--- config.mk ---
export PLATFORM = sky130hd
export DESIGN_NAME = wb_port_arbiter
export DESIGN_NICKNAME = d
export VERILOG_FILES = /design/src/rtl/wb_port_arbiter_pkg.sv /design/src/rtl/wb_arb_fifo.sv /design/src/rtl/wb_port_arbiter.sv
export SDC_FILE = /design/constraint.sdc
export NUM_CORES = 1
export LEC_CHECK = 0
export CAP_MARGIN = 20
export CORE_MARGIN = 5
export CORE_UTILIZATION = 50
export CTS_CLUSTER_SIZE = 25
export DETAILED_ROUTE_END_ITERATION = 6
export PLACE_DENSITY = 0.77
export SLEW_MARGIN = 10
export SYNTH_ARGS = -nofsm -noshare
export SYNTH_HDL_FRONTEND = slang
export SYNTH_SLANG_ARGS = --single-unit
export TNS_END_PERCENT = 30
--- constraint.sdc ---
create_clock -name clk -period 4.2 [get_ports clk]
set_input_delay 1.26 -clock clk [delete_from_list [all_inputs] [get_ports clk]]
set_output_delay 1.26 -clock clk [all_outputs]
set_load 0.01 [all_outputs]
--- src/rtl/wb_port_arbiter_pkg.sv ---
// Shared definitions for the register-file write-port arbiter: default widths,
// the hardwired zero register, and the grant-source encoding.
package wb_port_arbiter_pkg;

  localparam int DATA_W_DEF = 32;
  localparam int ADDR_W_DEF = 5;
  localparam logic [4:0] REG_ZERO = 5'd0;

  typedef enum logic [1:0] {
    GNT_NONE   = 2'd0,
    GNT_PIPE   = 2'd1,
    GNT_FIFO   = 2'd2,
    GNT_BYPASS = 2'd3
  } gnt_src_e;

endpackage

--- src/rtl/wb_arb_fifo.sv ---
// Small synchronous FIFO holding MDU results that lost the write port.
// Pushes into a full FIFO are ignored, even when a pop happens in the same cycle.
module wb_arb_fifo #(
  parameter int WIDTH = 37,
  parameter int DEPTH = 2
) (
  input  logic                           clk,
  input  logic                           rst,
  input  logic                           push,
  input  logic [WIDTH-1:0]               push_data,
  input  logic                           pop,
  output logic [WIDTH-1:0]               head,
  output logic [$clog2(DEPTH+1)-1:0]     count
);

  localparam int PTR_W = (DEPTH > 1) ? $clog2(DEPTH) : 1;
  localparam int CNT_W = $clog2(DEPTH+1);

  logic [WIDTH-1:0] mem [DEPTH];
  logic [PTR_W-1:0] wr_ptr;
  logic [PTR_W-1:0] rd_ptr;
  logic             do_push;
  logic             do_pop;

  assign do_push = push && (count != CNT_W'(DEPTH));
  assign do_pop  = pop && (count != '0);
  assign head    = mem[rd_ptr];

  // Pointers wrap modulo DEPTH so non-power-of-two depths work too.
  function automatic logic [PTR_W-1:0] next_ptr(input logic [PTR_W-1:0] p);
    return (p == PTR_W'(DEPTH-1)) ? '0 : p + PTR_W'(1);
  endfunction

  always_ff @(posedge clk) begin
    if (rst) begin
      wr_ptr <= '0;
      rd_ptr <= '0;
      count  <= '0;
    end else begin
      if (do_push) wr_ptr <= next_ptr(wr_ptr);
      if (do_pop)  rd_ptr <= next_ptr(rd_ptr);
      if (do_push && !do_pop)
        count <= count + CNT_W'(1);
      else if (do_pop && !do_push)
        count <= count - CNT_W'(1);
    end
  end

  always_ff @(posedge clk) begin
    if (do_push) mem[wr_ptr] <= push_data;
  end

endmodule

--- src/rtl/wb_port_arbiter.sv ---
// Shares the single register-file write port between pipeline writeback and MDU results.
// Define WB_ARB_STARVE_GUARD_EN to enable the starvation guard that stalls the pipeline for a drain.
module wb_port_arbiter
  import wb_port_arbiter_pkg::*;
#(
  parameter int DATA_W   = DATA_W_DEF,
  parameter int ADDR_W   = ADDR_W_DEF,
  parameter int DEPTH    = 2,
  parameter int MAX_WAIT = 8
) (
  input  logic                       clk,
  input  logic                       rst,
  input  logic                       pipe_wb_en,
  input  logic [ADDR_W-1:0]          pipe_wb_addr,
  input  logic [DATA_W-1:0]          pipe_wb_data,
  output logic                       pipe_stall,
  input  logic                       mdu_valid,
  input  logic [ADDR_W-1:0]          mdu_addr,
  input  logic [DATA_W-1:0]          mdu_data,
  output logic                       mdu_ready,
  output logic                       rf_we,
  output logic [ADDR_W-1:0]          rf_waddr,
  output logic [DATA_W-1:0]          rf_wdata,
  output logic [$clog2(DEPTH+1)-1:0] fifo_count
);

  localparam int CNT_W = $clog2(DEPTH+1);
  localparam int ENT_W = ADDR_W + DATA_W;

  logic             pipe_busy;
  logic             mdu_live;
  logic             starve;
  logic             push;
  logic             pop;
  logic [ENT_W-1:0] head;
  gnt_src_e         gnt;

  assign pipe_busy = pipe_wb_en && (pipe_wb_addr != ADDR_W'(REG_ZERO));
  assign mdu_ready = !rst && (fifo_count < CNT_W'(DEPTH));
  assign mdu_live  = mdu_valid && mdu_ready && (mdu_addr != ADDR_W'(REG_ZERO));

`ifdef WB_ARB_STARVE_GUARD_EN
  localparam int WAIT_W = $clog2(MAX_WAIT+1);
  logic [WAIT_W-1:0] wait_cnt;

  assign starve = (wait_cnt == WAIT_W'(MAX_WAIT)) && (fifo_count != '0);

  // Counts cycles a non-empty FIFO has gone without a pop.
  always_ff @(posedge clk) begin
    if (rst)
      wait_cnt <= '0;
    else if (pop || fifo_count == '0)
      wait_cnt <= '0;
    else if (wait_cnt != WAIT_W'(MAX_WAIT))
      wait_cnt <= wait_cnt + WAIT_W'(1);
  end
`else
  // Guard compiled out: the FIFO only drains in idle pipeline slots.
  assign starve = (MAX_WAIT < 0);
`endif

  assign pipe_stall = !rst && starve && pipe_busy;

  always_comb begin
    gnt = GNT_NONE;
    if (starve)
      gnt = GNT_FIFO;
    else if (pipe_busy)
      gnt = GNT_PIPE;
    else if (fifo_count != '0)
      gnt = GNT_FIFO;
    else if (mdu_live)
      gnt = GNT_BYPASS;
  end

  assign pop  = (gnt == GNT_FIFO);
  assign push = mdu_live && (gnt != GNT_BYPASS);

  wb_arb_fifo #(
    .WIDTH (ENT_W),
    .DEPTH (DEPTH)
  ) u_fifo (
    .clk       (clk),
    .rst       (rst),
    .push      (push),
    .push_data ({mdu_addr, mdu_data}),
    .pop       (pop),
    .head      (head),
    .count     (fifo_count)
  );

  always_ff @(posedge clk) begin
    if (rst) begin
      rf_we    <= 1'b0;
      rf_waddr <= '0;
      rf_wdata <= '0;
    end else begin
      rf_we <= (gnt != GNT_NONE);
      case (gnt)
        GNT_PIPE: begin
          rf_waddr <= pipe_wb_addr;
          rf_wdata <= pipe_wb_data;
        end
        GNT_FIFO: begin
          rf_waddr <= head[ENT_W-1:DATA_W];
          rf_wdata <= head[DATA_W-1:0];
        end
        GNT_BYPASS: begin
          rf_waddr <= mdu_addr;
          rf_wdata <= mdu_data;
        end
        default: ;
      endcase
    end
  end

endmodule

* Word-level counts from Yosys, hierarchy flattened
Memories as Yosys holds them, arrays and structs flattened. A register that Yosys moved wholly into a read port is not among the register bits.
Index checks and enable logic that the tools add are counted.
W data, S select, Z words.
** Word-level totals
- Input port bits :: 78
- Output and inout bits :: 42
- Memories kept :: 1
- Register bits after elaboration :: 42
- RAM bits :: 74
- Logic and storage cells :: 48
** Cells by class
- Add/sub/neg operators :: 4
- Reductions and logical operators :: 18
- Equality and inequality tests :: 5
- Order comparisons :: 1
- Muxes and demuxes :: 13
** Memory list
- u_fifo.mem :: words 2, width 37, read ports 1, clocked after Yosys merged registers in 1, write ports 1, line wb_arb_fifo.sv:19 : logic [WIDTH-1:0] mem [DEPTH];
** Operators by type and width (number)
- $pmux W32 S3 :: 1
- $pmux W5 S3 :: 1
- $mux W2 :: 5
- $reduce_bool A5 Y1 :: 2
- $logic_and A1 B1 Y1 :: 9
- $mux W1 :: 6
- $reduce_bool A2 Y1 :: 3
- $eq A2 B2 Y1 const B :: 2
- $ne A2 B2 Y1 const B :: 2
- $logic_not A1 Y1 :: 3
- $reduce_bool A3 Y1 :: 1
- $add A1 B1 Y1 const B :: 2
- $add A2 B1 Y2 const B :: 1
- $eq A2 B1 Y1 const B :: 1
- $lt A2 B2 Y1 const B :: 1
- $sub A2 B1 Y2 const B :: 1

* Logic depth before layout (Yosys ltp)
Gate-level depths: netlist of the first run.
- Word-level depth :: 14
- Gate-level depth with buffers :: 10
- Mapped depth without buffers :: 7

* Modules after synthesis
From an unflattened synthesis of the first run, not the netlist that was laid out.
** Second synthesis, totals
- Cells, all modules :: 416
- Area, all modules :: 5119.9 µm²
** Modules (own cells, without submodules)
- wb_arb_fifo :: seq. area each 2322.2 µm², times used 1, area each 2880.3 µm², cells each 140
- wb_port_arbiter :: seq. area each 760.7 µm², times used 1, area each 2239.6 µm², cells each 276

* Least setup slack after synthesis of the first run
OpenSTA, ideal clock, no wires.
- Kind :: input-to-reg
- Start point :: in rst
- End point :: mem u_fifo.mem[1][0], enable pin
- Setup time :: 398 ps
- Cell stages on the path :: 5
- Slack :: 683 ps
- Data required time :: 3802 ps
- Data arrival time :: 3119 ps
- Path through :: buf_2 nor2_1 o211a_1 clkbuf_1 and3_1
** On the way
- Word-level cells in the longest chain between the ends :: 12
** RTL lines
- from (decl) :: line wb_port_arbiter.sv:12 : input logic rst,
- $logic_not A1 Y1 (*)
- $logic_and A1 B1 Y1 (*) :: line wb_port_arbiter.sv:39 : assign mdu_ready = !rst && (fifo_count < CNT_W'(DEPTH));
- via mdu_ready :: line wb_port_arbiter.sv:20 : output logic mdu_ready,
- $logic_and A1 B1 Y1 (*) (2 in a row) :: line wb_port_arbiter.sv:40 : assign mdu_live = mdu_valid && mdu_ready && (mdu_addr != ADDR_W'(REG_ZERO));
- $mux W2 :: line wb_port_arbiter.sv:72 : else if (mdu_live)
- $mux W2 :: line wb_port_arbiter.sv:70 : else if (fifo_count != '0)
- $mux W2 :: line wb_port_arbiter.sv:68 : else if (pipe_busy)
- $ne A2 B2 Y1 :: line wb_port_arbiter.sv:77 : assign push = mdu_live && (gnt != GNT_BYPASS);
- $logic_and A1 B1 Y1 (*) :: line wb_port_arbiter.sv:77
- $logic_and A1 B1 Y1 (*) :: line wb_arb_fifo.sv:25 : assign do_push = push && (count != CNT_W'(DEPTH));
- $mux W1 (*) :: line wb_arb_fifo.sv:50 : if (do_push) mem[wr_ptr] <= push_data;
- $mux W1 (implied by the code) (*) :: line wb_arb_fifo.sv:50
- to (decl) :: line wb_arb_fifo.sv:19
The timed path passes the listed nets; every way through them passes the cells marked *.

* Final worst setup path of the first run
- Start point :: in rst
- End point :: out mdu_ready
** On the way
- Word-level cells in the longest chain between the ends :: 2
** RTL lines (line)
- $logic_not A1 Y1
- $logic_and A1 B1 Y1 :: wb_port_arbiter.sv:39
- to (decl) :: wb_port_arbiter.sv:20
No other way between the ends.

==> results of run 1 <==
-- cells in the final DEF, fill, tap and decap left out, types with 2 or more instances in the layout --
cell	n
sky130_fd_sc_hd__a32oi_1	4
sky130_fd_sc_hd__clkinvlp_4	5
sky130_fd_sc_hd__clkinv_4	2
sky130_fd_sc_hd__clkbuf_16	16
sky130_fd_sc_hd__nor2_1	6
sky130_fd_sc_hd__edfxtp_1	74
sky130_fd_sc_hd__o21ai_0	2
sky130_fd_sc_hd__inv_1	7
sky130_fd_sc_hd__buf_12	2
sky130_fd_sc_hd__nor4_1	31
sky130_fd_sc_hd__mux2i_1	38
sky130_fd_sc_hd__buf_4	9
sky130_fd_sc_hd__a21oi_1	4
sky130_fd_sc_hd__a311oi_1	31
sky130_fd_sc_hd__clkdlybuf4s50_1	117
sky130_fd_sc_hd__xor2_1	2
sky130_fd_sc_hd__or3_1	4
sky130_fd_sc_hd__clkinv_1	2
sky130_fd_sc_hd__nand3_1	67
sky130_fd_sc_hd__clkbuf_8	2
sky130_fd_sc_hd__nand2_1	68
sky130_fd_sc_hd__dfxtp_1	42
sky130_fd_sc_hd__a221oi_1	4
sky130_fd_sc_hd__clkbuf_1	2
-- cell families (layout without fill, tap and decap cells) --
logic type	after synthesis	in the layout	share of synthesized area
flip-flops	117	117	0.598
buffers and inverters	52	168	0.0514
adder cells (fa/ha/maj)	1	1	0.00243
AND/OR/NAND/NOR	185	185	0.177
AO/OA/AOI/OAI	56	56	0.0939
XOR/XNOR	2	2	0.00340
multiplexers	38	38	0.0737
other	1	1	0.000727
-- worst max-delay path: stages --
cell	delay, ns
sky130_fd_sc_hd__buf_2	0.13
sky130_fd_sc_hd__nor2_1	0.18
sky130_fd_sc_hd__clkdlybuf4s50_1	0.59
-- power groups by stage --
stage          clock network (uW)  logic, uW  registers, uW
6_report                     1300        915           1420
5_1_grt                      1380        993           1440
4_1_cts                      1310        921           1430
3_5_place_dp                    0        912           1450
3_3_place_gp                    0        894           1440
2_1_floorplan                   0        552           1450
-- layer usage --
layer / track usage / part of all wire / vias up
met2: 0.334 / 0.48 / 174
met5: 0 / 0 / -
met1: 0.270 / 0.43 / 1954
li1: - / - / 1932
met3: 0.0641 / 0.069 / 15
met4: 0.0641 / 0.013 / 0
-- worst paths after layout --
path / startpoint / endpoint / slack, ns / depth (start not counted)
setup / recovery: rst / mdu_ready / 0.79 / 3
hold / removal: rf_waddr[0] / rf_waddr[0] / 0.48 / 2
setup reg to reg: u_fifo.count[1] / u_fifo.mem[1][36] / 1.82 / 3
hold reg to reg: rf_waddr[0] / rf_waddr[0] / 0.48 / 2
-- stage by stage --
stage                     hold slack, ns  std cells   util  cell area, um2
after floorplan                    0.480        452      -            5160
after global placement             0.466        672  0.627            6380
after detailed placement           0.471        672  0.627            6380
after CTS                          0.479        704  0.680            6930
after global routing               0.510        704  0.680            6930
final                              0.477        704  0.680            6930
-- flip-flops by register name (all words and copies together), names as in the netlist, named ones only --
register       count
u_fifo.rd_ptr      1
rf_waddr           5
rf_we              1
rf_wdata          32
u_fifo.wr_ptr      1
u_fifo.mem        74
u_fifo.count       2
-- layout make-up --
class / count / area (um2)
fillers: 763 / 3260
flip-flops and latches: 117 / 3080
multi-input cells: 283 / 1820
repair buffers: 129 / 1280
clock buffers: 20 / 435
well taps: 136 / 170
clock inverters: 12 / 106
inverters: 7 / 26.3
==> reports/summary.md, run 1 <==
The flow ran to the end, and the final reports show no timing, DRC or antenna violations. The logs give 0.598 for the sequential element share of the synthesized area and 0 for the final number of hold-violating endpoints. TritonCTS built the clock tree. After floorplanning, the core was divided into 37 placement rows. Once detail routing completed, the nets flagged for antenna violations numbered 0.

Worst supply voltage drop on vdd: 0.262 mV. The maximum number of pins on one net before global-route repair was 72; the via count of the first global-routing pass was 4082. The first TritonRoute pass finished after 4 iterations. Max-cap violations in this run came to 0. Timing would allow up to 293 MHz.

For the final routed database, the setup TNS stands at 0 ns. The total global-route track usage was 0.207. The initial antenna violation count was 0.

Counting along the longest clock path gives a buffer depth of 2. The run gives 0.506 as the effective utilization at floorplan. For the synthesis warning total, the log shows 0.

Number of synthesized register bits: 117. The fraction of final layout cells sized beyond drive strength 1 is 0.0898, and the transition time of the tightest slew-check pin is 0.937 ns. The tools report the detailed-route DRC error count as 0. For the via count of the routed design, the log shows 4075.

The layout net count is 634. The classification of the worst-slack hold path is reg -> reg. Hold repair after CTS inserted 0 buffers.

Yosys mapped a number of flops with a built-in enable equal to 74. The power density over cell area came out at 525 nW/um2. The worst setup path is of the in -> out kind. STA classifies the critical path endpoint as a primary output.

The worst path meets setup with 0.786 ns of slack. The post-detailed-route wirelength per cell is 18.3 um. The area added between synthesis and finish was 34.3%; the half-perimeter wire length of the detailed placement result was 8160 um. The number of buffers created by CTS was 17.

Sequential share of power: 0.392. At the later pin of the worst-skew pair, clock insertion delay measures 0.51 ns. 0 antenna diodes ended up in the layout.

The area share of the largest cell type after synthesis was 0.431. The average instance in the mapped netlist occupies 11.4 um2. Setup repair after global routing left no endpoint under its margin. The async set or reset register ratio after synthesis is 0, and the highest net fanout along the worst path is 2. The number of vias per cell after detailed routing was 5.79. In this run the count of I/O pins placed on the die edge is 120. The share of the clock period used by the worst path after layout is 0.813. In the synthesized netlist, the cells that appear most often are 74 x sky130_fd_sc_hd__edfxtp_1, 68 x sky130_fd_sc_hd__nand2_1, 67 x sky130_fd_sc_hd__nand3_1.

For the arrival time at the worst endpoint, the log shows 2.15 ns. The design draws 3640 uW. The logs give 42 for the number of distinct library cells after synthesis and 0.361 ns for the pre-CTS setup slack. Internal power comes to 2560 uW. The cell accounting for the most synthesized area was sky130_fd_sc_hd__edfxtp_1. The tools report the placeable core region as 10200 um2. Synthesis handed over a netlist of 452 instances. STA classifies the critical path startpoint as a primary input. The die covers 12400 um2. The clock skew is 0.0115 ns, and the global-route wire length before repair is 20800 um.

The congestion estimate from routability-driven global placement came to 0.782. Synthesis produced a netlist with a net count of 531. The run gives 0 as the number of max-slew violations in the final report. The static power due to leakage is 0.00231 uW. The clock tree root driver cell is sky130_fd_sc_hd__clkbuf_8. The worst path needs 3.41 ns of the cycle, external delays included. Among all flip-flop cells after synthesis, the most frequent one is sky130_fd_sc_hd__edfxtp_1. After synthesis, the cell types taking the most area are sky130_fd_sc_hd__edfxtp_1 43%, sky130_fd_sc_hd__dfxtp_1 17%, sky130_fd_sc_hd__mux2i_1 7.4%. The first-iteration detailed-routing DRC count came out at 294. The endpoint required time on the critical path was 2.94 ns; the count of cells resized by post-cts repair was 0.

The part of the power in the clock network is 0.357, and the netlist area before placement is 5160 um2. Port buffer count: 118. The register clock-pin slew on the reported worst setup and hold paths works out to 0.06 ns. For the worst-case headroom to the max-slew limit, the log shows 0.375. The net switching share of the total power is 0.297. The clock net in this run drives a total of 117 sinks. The run gives 0.252 as the portion of total power attributed to combinational logic.

Most common cell in the synthesized netlist: sky130_fd_sc_hd__edfxtp_1. The number of buffers inserted by post-CTS setup repair was 0; the level count of the clock H-tree was 4. After global routing the overflow that remains totals 0. The floorplan step set the die width to 112 um.

The switching component of the power is 1080 uW, and the number of endpoints failing setup at the final stage is 0. The die is 112 um tall. For this block, the routed nets add up to 12900 um of wire.
Note: power is estimated with default switching activity, not from simulation.
==> run 2: changes to the inputs <==
==> constraint.sdc (replaced) <==
create_clock -name clk -period 3.4 [get_ports clk]
set_input_delay 1.02 -clock clk [delete_from_list [all_inputs] [get_ports clk]]
set_output_delay 1.02 -clock clk [all_outputs]
set_load 0.01 [all_outputs]
==> reports/summary.md, run 2 (synthesized netlist as in run 1, its figures left out) <==
The post-route worst setup slack is 0.419 ns, and the maximum number of pins on one net before global-route repair is 72. The final number of hold-violating endpoints is 0, and the setup TNS is 0 ns. The first detailed-routing pass took 5 iterations. The tools report the number of endpoints failing setup at the final stage as 0. After detailed routing, no signal wire sits above met4.

The post-detailed-route wirelength per cell is 18.8 um, and the port buffer count is 118. The startpoint identified for the worst hold timing path is rf_waddr[2]. The register with the most flip-flops in the layout has 74 of them. The tools report the layout net count as 646. Largest register by flop count: u_fifo.mem. The number of cells in the finished layout apart from fillers is 716. Counting every sink on the clock net gives 117. Using the TritonRoute via totals, the vias-per-cell ratio works out to 5.83.

The tools report the total overflow reported by the global router as 0. The run gives 10200 um2 as the placeable core region. The tools report the end of the worst hold path as rf_waddr[2]. The number of max-slew violations in the final report came out at 0. STA classifies the critical path startpoint as a primary input. The vertical die dimension is 112 um. STA puts the critical path data required time at 2.38 ns.

Wire length after detailed routing: 13500 um. The run gives 4250 as the via count of the first global-routing pass. The cell with the largest stage delay on the worst path is sky130_fd_sc_hd__clkdlybuf4s50_1.

After clock tree synthesis, the flow added hold-fix buffers numbering 0. After floorplanning, the core was divided into 37 placement rows. The run gives 2 as the number of buffers on the longest clock path. Clock latency on the worst-skew pair, taken at its later pin, is 0.51 ns. IR analysis of the VDD net gives a maximum drop of 0.458 mV. Compared with the post-synthesis result, the final layout area differs by 37.4%. The via count of the routed design was 4172. Measured along the x axis, the die boundary spans 112 um. Endpoint of the worst-slack reg-to-reg timing path: rf_waddr[4]. Along the worst hold path, the cell count comes to 2. For this design the static power due to leakage is 0.00241 uW. The register-to-register setup slack was 1.03 ns.

The logs give 0.581 for the worst-case headroom to the max-slew limit and 22000 um for the global-route wire length before repair. The total global-route track usage was 0.221; the die area was 12400 um2. The highest net fanout along the worst path is 2, and the fraction of final layout cells sized beyond drive strength 1 is 0.114.

The count of nets left with antenna violations once routing finished came out at 0. Post-CTS timing repair inserted 0 buffers for setup. Detailed-route DRC error count: 0. The endpoint class of the critical path was a primary output. The design area is 7090 um2, and the half-perimeter wire length of the detailed placement result is 8770 um. The layout filler cell count was 715. The H-tree was split into 4 levels. The power density over cell area was 660 nW/um2.

120 I/O pins were placed. The count of cells resized by post-cts repair came out at 0. At the worst endpoint, the arrival time is 1.96 ns.

The startpoint identified for the worst register-to-register timing path is u_fifo.count[0]. In this run the worst hold path is classified as reg -> reg. The minimum period implied by the final worst setup slack was 2.98 ns; the cell area after placement was 6500 um2.

Leaving out fill and tap cells, the most frequent cells in the layout are 117 x sky130_fd_sc_hd__clkdlybuf4s50_1, 74 x sky130_fd_sc_hd__edfxtp_1, 68 x sky130_fd_sc_hd__nand2_1, 67 x sky130_fd_sc_hd__nand3_1, 42 x sky130_fd_sc_hd__dfxtp_1. The effective utilization at floorplan was 0.506. The run gives 0.00705 ns as the clock skew. The clock tree root driver cell was sky130_fd_sc_hd__clkbuf_8.

The worst setup path is of the in -> out kind. In this run, placement finished with an instance count of 684. The most common library cell in the layout ignoring fill and taps was sky130_fd_sc_hd__clkdlybuf4s50_1. After detailed routing, the met3 layer carries 958 um of wire. The largest single stage delay on the critical path is 0.60 ns. The tools report the initial antenna violation count as 0.

Summed over all nets, wire length on met2 after detailed routing comes to 6690 um. Max-cap violations in this run came to 0. Timing analysis after detailed placement gives a worst setup slack of 0.0663 ns.

0 antenna diodes ended up in the layout. The flow ran to the end, and the final reports show no timing, DRC or antenna violations. The top achievable clock speed is 335 MHz, and the share of the clock period used by the worst path after layout is 0.877. At the pin with the least slew margin, the transition time is 0.628 ns.

After clock tree synthesis, the clock-pin slew on the worst setup and hold paths is 0.06 ns. TritonCTS built the clock tree. Grouping stages by cell kind, the critical path spends the most delay in buffers and inverters. Measured in cells, the most critical reg-to-reg path has a length of 5. In the final layout, the registers with the most flip-flops are u_fifo.mem: 74 flops, rf_wdata: 32 flops, rf_waddr: 5 flops.

Met1 layer wirelength in the final routing: 5650 um. The sum of buffers and inverters on the critical path came out at 2. The logs give 0.807 for the global placement routability congestion and 17 for the number of buffers created by CTS.

After the first detailed-routing iteration, the DRC count stood at 467. Walking the worst path, the cells encountered are buf_2 -> nor2_1 -> clkdlybuf4s50_1. Setup repair after global routing left no endpoint under its margin.
## run 2: how the worst max path moves through the flow
stage / startpoint / endpoint / slack, ns / depth (start not counted)
floorplan: rst / u_fifo.mem[1][0] / 0.12 / 5
global placement: mdu_addr[0] / u_fifo.count[1] / 0.08 / 7
detailed placement: mdu_addr[0] / u_fifo.count[1] / 0.07 / 7
CTS: rst / mdu_ready / 0.43 / 3
global route: rst / mdu_ready / 0.44 / 3
finish: rst / mdu_ready / 0.42 / 3
## run 2: metrics by stage
step	hold WS, ns	util	power, uW
after floorplan	0.480	-	2470
after global placement	0.456	0.638	2910
after detailed placement	0.459	0.638	2940
after CTS	0.475	0.696	4700
after global routing	0.501	0.696	4900
final	0.468	0.696	4680
## run 2: final cells by class
type                       instances  area, um2  share of cell area
tap                              136        170              0.0240
sequential                       117       3080               0.435
multi-input combinational        283       1820               0.257
timing repair buffer             141       1400               0.197
clock inverter                    13        158              0.0222
clock buffer                      19        432              0.0609
inverter                           7       26.3             0.00371
## run 2: where the power goes
part	internal (uW)	total, uW	leakage (uW)	switching [uW]
sequential	1660	1770	0.00103	105
combinational	534	1170	0.00110	631
clock	1130	1750	0.000280	618
total	3330	4680	0.00241	1350
## run 2: metal layers
metal / GRT usage / up-vias
li1: - / 1957
met2: 0.362 / 201
met1: 0.287 / 1994
met3: 0.0663 / 20
met5: 0 / -
met4: 0.0649 / 0
## run 2: worst reg2reg max path: cells and delay by family, from the launching register on
| family | cells | cell delay (ns) |
|---|---|---|
| simple gates | 2 | 0.67 |
| compound gates | 2 | 0.55 |
| buf+inv | 1 | 0.54 |
| flops | 1 | 0.53 |
==> run 3: changes to the inputs <==
--- a/config.mk
+++ b/config.mk
@@ -6,7 +6,7 @@
 export NUM_CORES = 1
 export LEC_CHECK = 0
 export CAP_MARGIN = 20
-export CORE_MARGIN = 5
+export CORE_MARGIN = 4
 export CORE_UTILIZATION = 50
 export CTS_CLUSTER_SIZE = 25
 export DETAILED_ROUTE_END_ITERATION = 6
==> reports/summary.md, run 3 (synthesized netlist as in run 1, its figures left out) <==
The flow ran to the end, and the final reports show no timing, DRC or antenna violations. The routed layout has 4198 vias. The run gives 0 as the detailed-route DRC error count.

120 I/O pins were placed. The via count of the first global-routing pass was 4089. At the end of routability-driven placement, the weighted congestion stood at 0.779.

The logs give 0.241 for the portion of total power attributed to combinational logic and 342 MHz for the top achievable clock speed. Setup violations remaining at the end of the flow were counted as 0. Across the VDD grid, the largest voltage drop is 0.370 mV.

Setup repair after global routing left no endpoint under its margin. In the layout the commonest cells are 117 x sky130_fd_sc_hd__clkdlybuf4s50_1, 74 x sky130_fd_sc_hd__edfxtp_1, 68 x sky130_fd_sc_hd__nand2_1, 67 x sky130_fd_sc_hd__nand3_1, 42 x sky130_fd_sc_hd__dfxtp_1. The kind of cell adding the most delay to the critical path was buffers and inverters. The effective utilization at floorplan came out at 0.520.

The floorplan has 36 rows. The logs give 0 for the final number of hold-violating endpoints and 7 for the length of the first detailed-routing pass in iterations. The tools report the number of sinks handled by clock tree synthesis as 117. The highest net fanout along the worst path came out at 3.

Cell with the largest stage delay on the worst path: sky130_fd_sc_hd__clkdlybuf4s50_1. For this design the ratio of total power to cell area is 667 nW/um2. The count of buffers added on input and output ports is 118. u_fifo.mem holds more flip-flops than any other register.

The first global-routing pass estimated 20700 um of wire. The later pin in the worst-skew pair is clocked with a latency of 0.51 ns. Clock tree synthesis inserted a total of 17 buffers.

Type of the worst setup path: in -> out. The analysis attributes to cell leakage a power of 0.00240 uW. The run gives 0.226 as the total global-route track usage. The share of the clock period used by the worst path after layout is 0.861. The tools report the cell area after placement as 6450 um2. The register-to-register setup slack is 1.12 ns. The HPWL after detailed placement is 8530 um. Transition time of the tightest slew-check pin: 0.637 ns. The sequential share of power came out at 0.375.

Register clock-pin slew on the reported worst setup and hold paths: 0.06 ns. TritonCTS built the clock tree. The sum of buffers and inverters on the critical path works out to 2. The endpoint required time on the critical path is 2.38 ns, and the die area is 12000 um2.

The worst-case headroom to the max-slew limit is 0.575. In the final layout, the registers with the most flip-flops are u_fifo.mem: 74 flops, rf_wdata: 32 flops, rf_waddr: 5 flops. The worst setup path is launched from a primary input. For the initial antenna violation count, the log shows 0.

0 antenna diodes ended up in the layout. CTS placed an instance of sky130_fd_sc_hd__clkbuf_8 at the clock tree root. The level count of the clock H-tree came out at 4. Leaving out fill and tap cells, the most frequent cell in the layout is sky130_fd_sc_hd__clkdlybuf4s50_1. In this run the remaining antenna-violating nets after routing total 0. The longest individual stage delay on the worst path is 0.58 ns.

The logs give 13100 um for the wire length after detailed routing and 0.384 for the part of the power in the clock network. Across the run, the number of max-cap violations was 0. Summed over all failing endpoints, the final setup total negative slack is 0 ns. The first-iteration detailed-routing DRC count was 261; the flip-flop count of the largest register, all copies and words added was 74. The number of max-slew violations in the final report is 0, and the count of cells resized by post-cts repair is 0.

Dividing the detail-routed wire length by the instance count gives 18.4 um. The number of buffers inserted by post-CTS setup repair is 0. The area added between synthesis and finish was 36.9%. The clock skew was 0.00993 ns; the floorplan die width was 110 um.

From bottom edge to top edge, the die measures 110 um. After layout, the minimum clock period comes to 2.93 ns. In this run the power spent charging and discharging nets is 1320 uW. Traced cell by cell, the critical path runs through buf_2 -> nor2_1 -> clkdlybuf4s50_1.

The total overflow left after global routing is 0. Entering global routing, the biggest net connects 45 pins. The tools report the design internal power as 3390 uW. The net switching share of the total power works out to 0.279.

The layout net count came out at 643. The placeable core region was 9910 um2; the fraction of final layout cells sized beyond drive strength 1 was 0.107. Dividing the detail-routed via count by the number of cells gives 5.91. The number of buffers on the longest clock path was 2. The number of hold buffers added after CTS was 0. The run gives 7060 um2 as the design area. The tools report the endpoint class of the critical path as a primary output. Data on the critical path arrives at its endpoint at 1.91 ns. The path class of the tightest hold or removal check is reg -> reg.
-- run 3: cell types whose count changed in the layout (fill, tap and decap cells not counted), sizes merged --
cell / change
clkinv: -3
buf: -3
clkbuf: +5
clkinvlp: -2
-- run 3: final timing paths --
kind / from / to / depth (start not counted)
setup / recovery: rst / mdu_ready / 3
hold / removal: rf_waddr[0] / rf_waddr[0] / 2
setup reg to reg: u_fifo.count[0] / rf_waddr[4] / 5
hold reg to reg: rf_waddr[0] / rf_waddr[0] / 2
-- run 3: worst min-delay path, cell delays in order, from the launching register on --
cell and delay [ns]:
sky130_fd_sc_hd__dfxtp_1 0.31, sky130_fd_sc_hd__inv_1 0.05, sky130_fd_sc_hd__a221oi_1 0.06
-- run 3: stage by stage --
step,total power (uW),std cells,setup slack [ns],hold WS [ns],util
floorplan,2470,452,0.123,0.480,-
global placement,2900,678,0.0995,0.460,0.651
detailed placement,2920,678,0.0549,0.466,0.651
CTS,4730,710,0.475,0.472,0.713
global route,4920,710,0.441,0.502,0.713
finish,4710,710,0.473,0.470,0.713
-- run 3: per-layer routing --
metal / vias up / track usage / share of wire / wire length (um)
li1: 1949 / - / - / -
met4: 0 / 0.0837 / 0.011 / 142
met2: 235 / 0.363 / 0.49 / 6350
met5: - / 0 / 0 / 0
met1: 1998 / 0.299 / 0.41 / 5380
met3: 16 / 0.0546 / 0.092 / 1210
-- run 3: power by group through the flow --
stage          clock network (uW)  registers [uW]  logic, uW
2_1_floorplan                   0            1790        682
3_3_place_gp                    0            1790       1110
3_5_place_dp                    0            1790       1130
4_1_cts                      1830            1770       1140
5_1_grt                      1900            1780       1230
6_report                     1810            1770       1130
-- run 3: final cells by class --
type | count | area [um2]
well taps | 133 | 166
multi-input cells | 283 | 1810
inverters | 7 | 26.3
repair buffers | 138 | 1360
flip-flops and latches | 117 | 3080
clock inverters | 8 | 120
clock buffers | 24 | 490
fillers | 703 | 2850
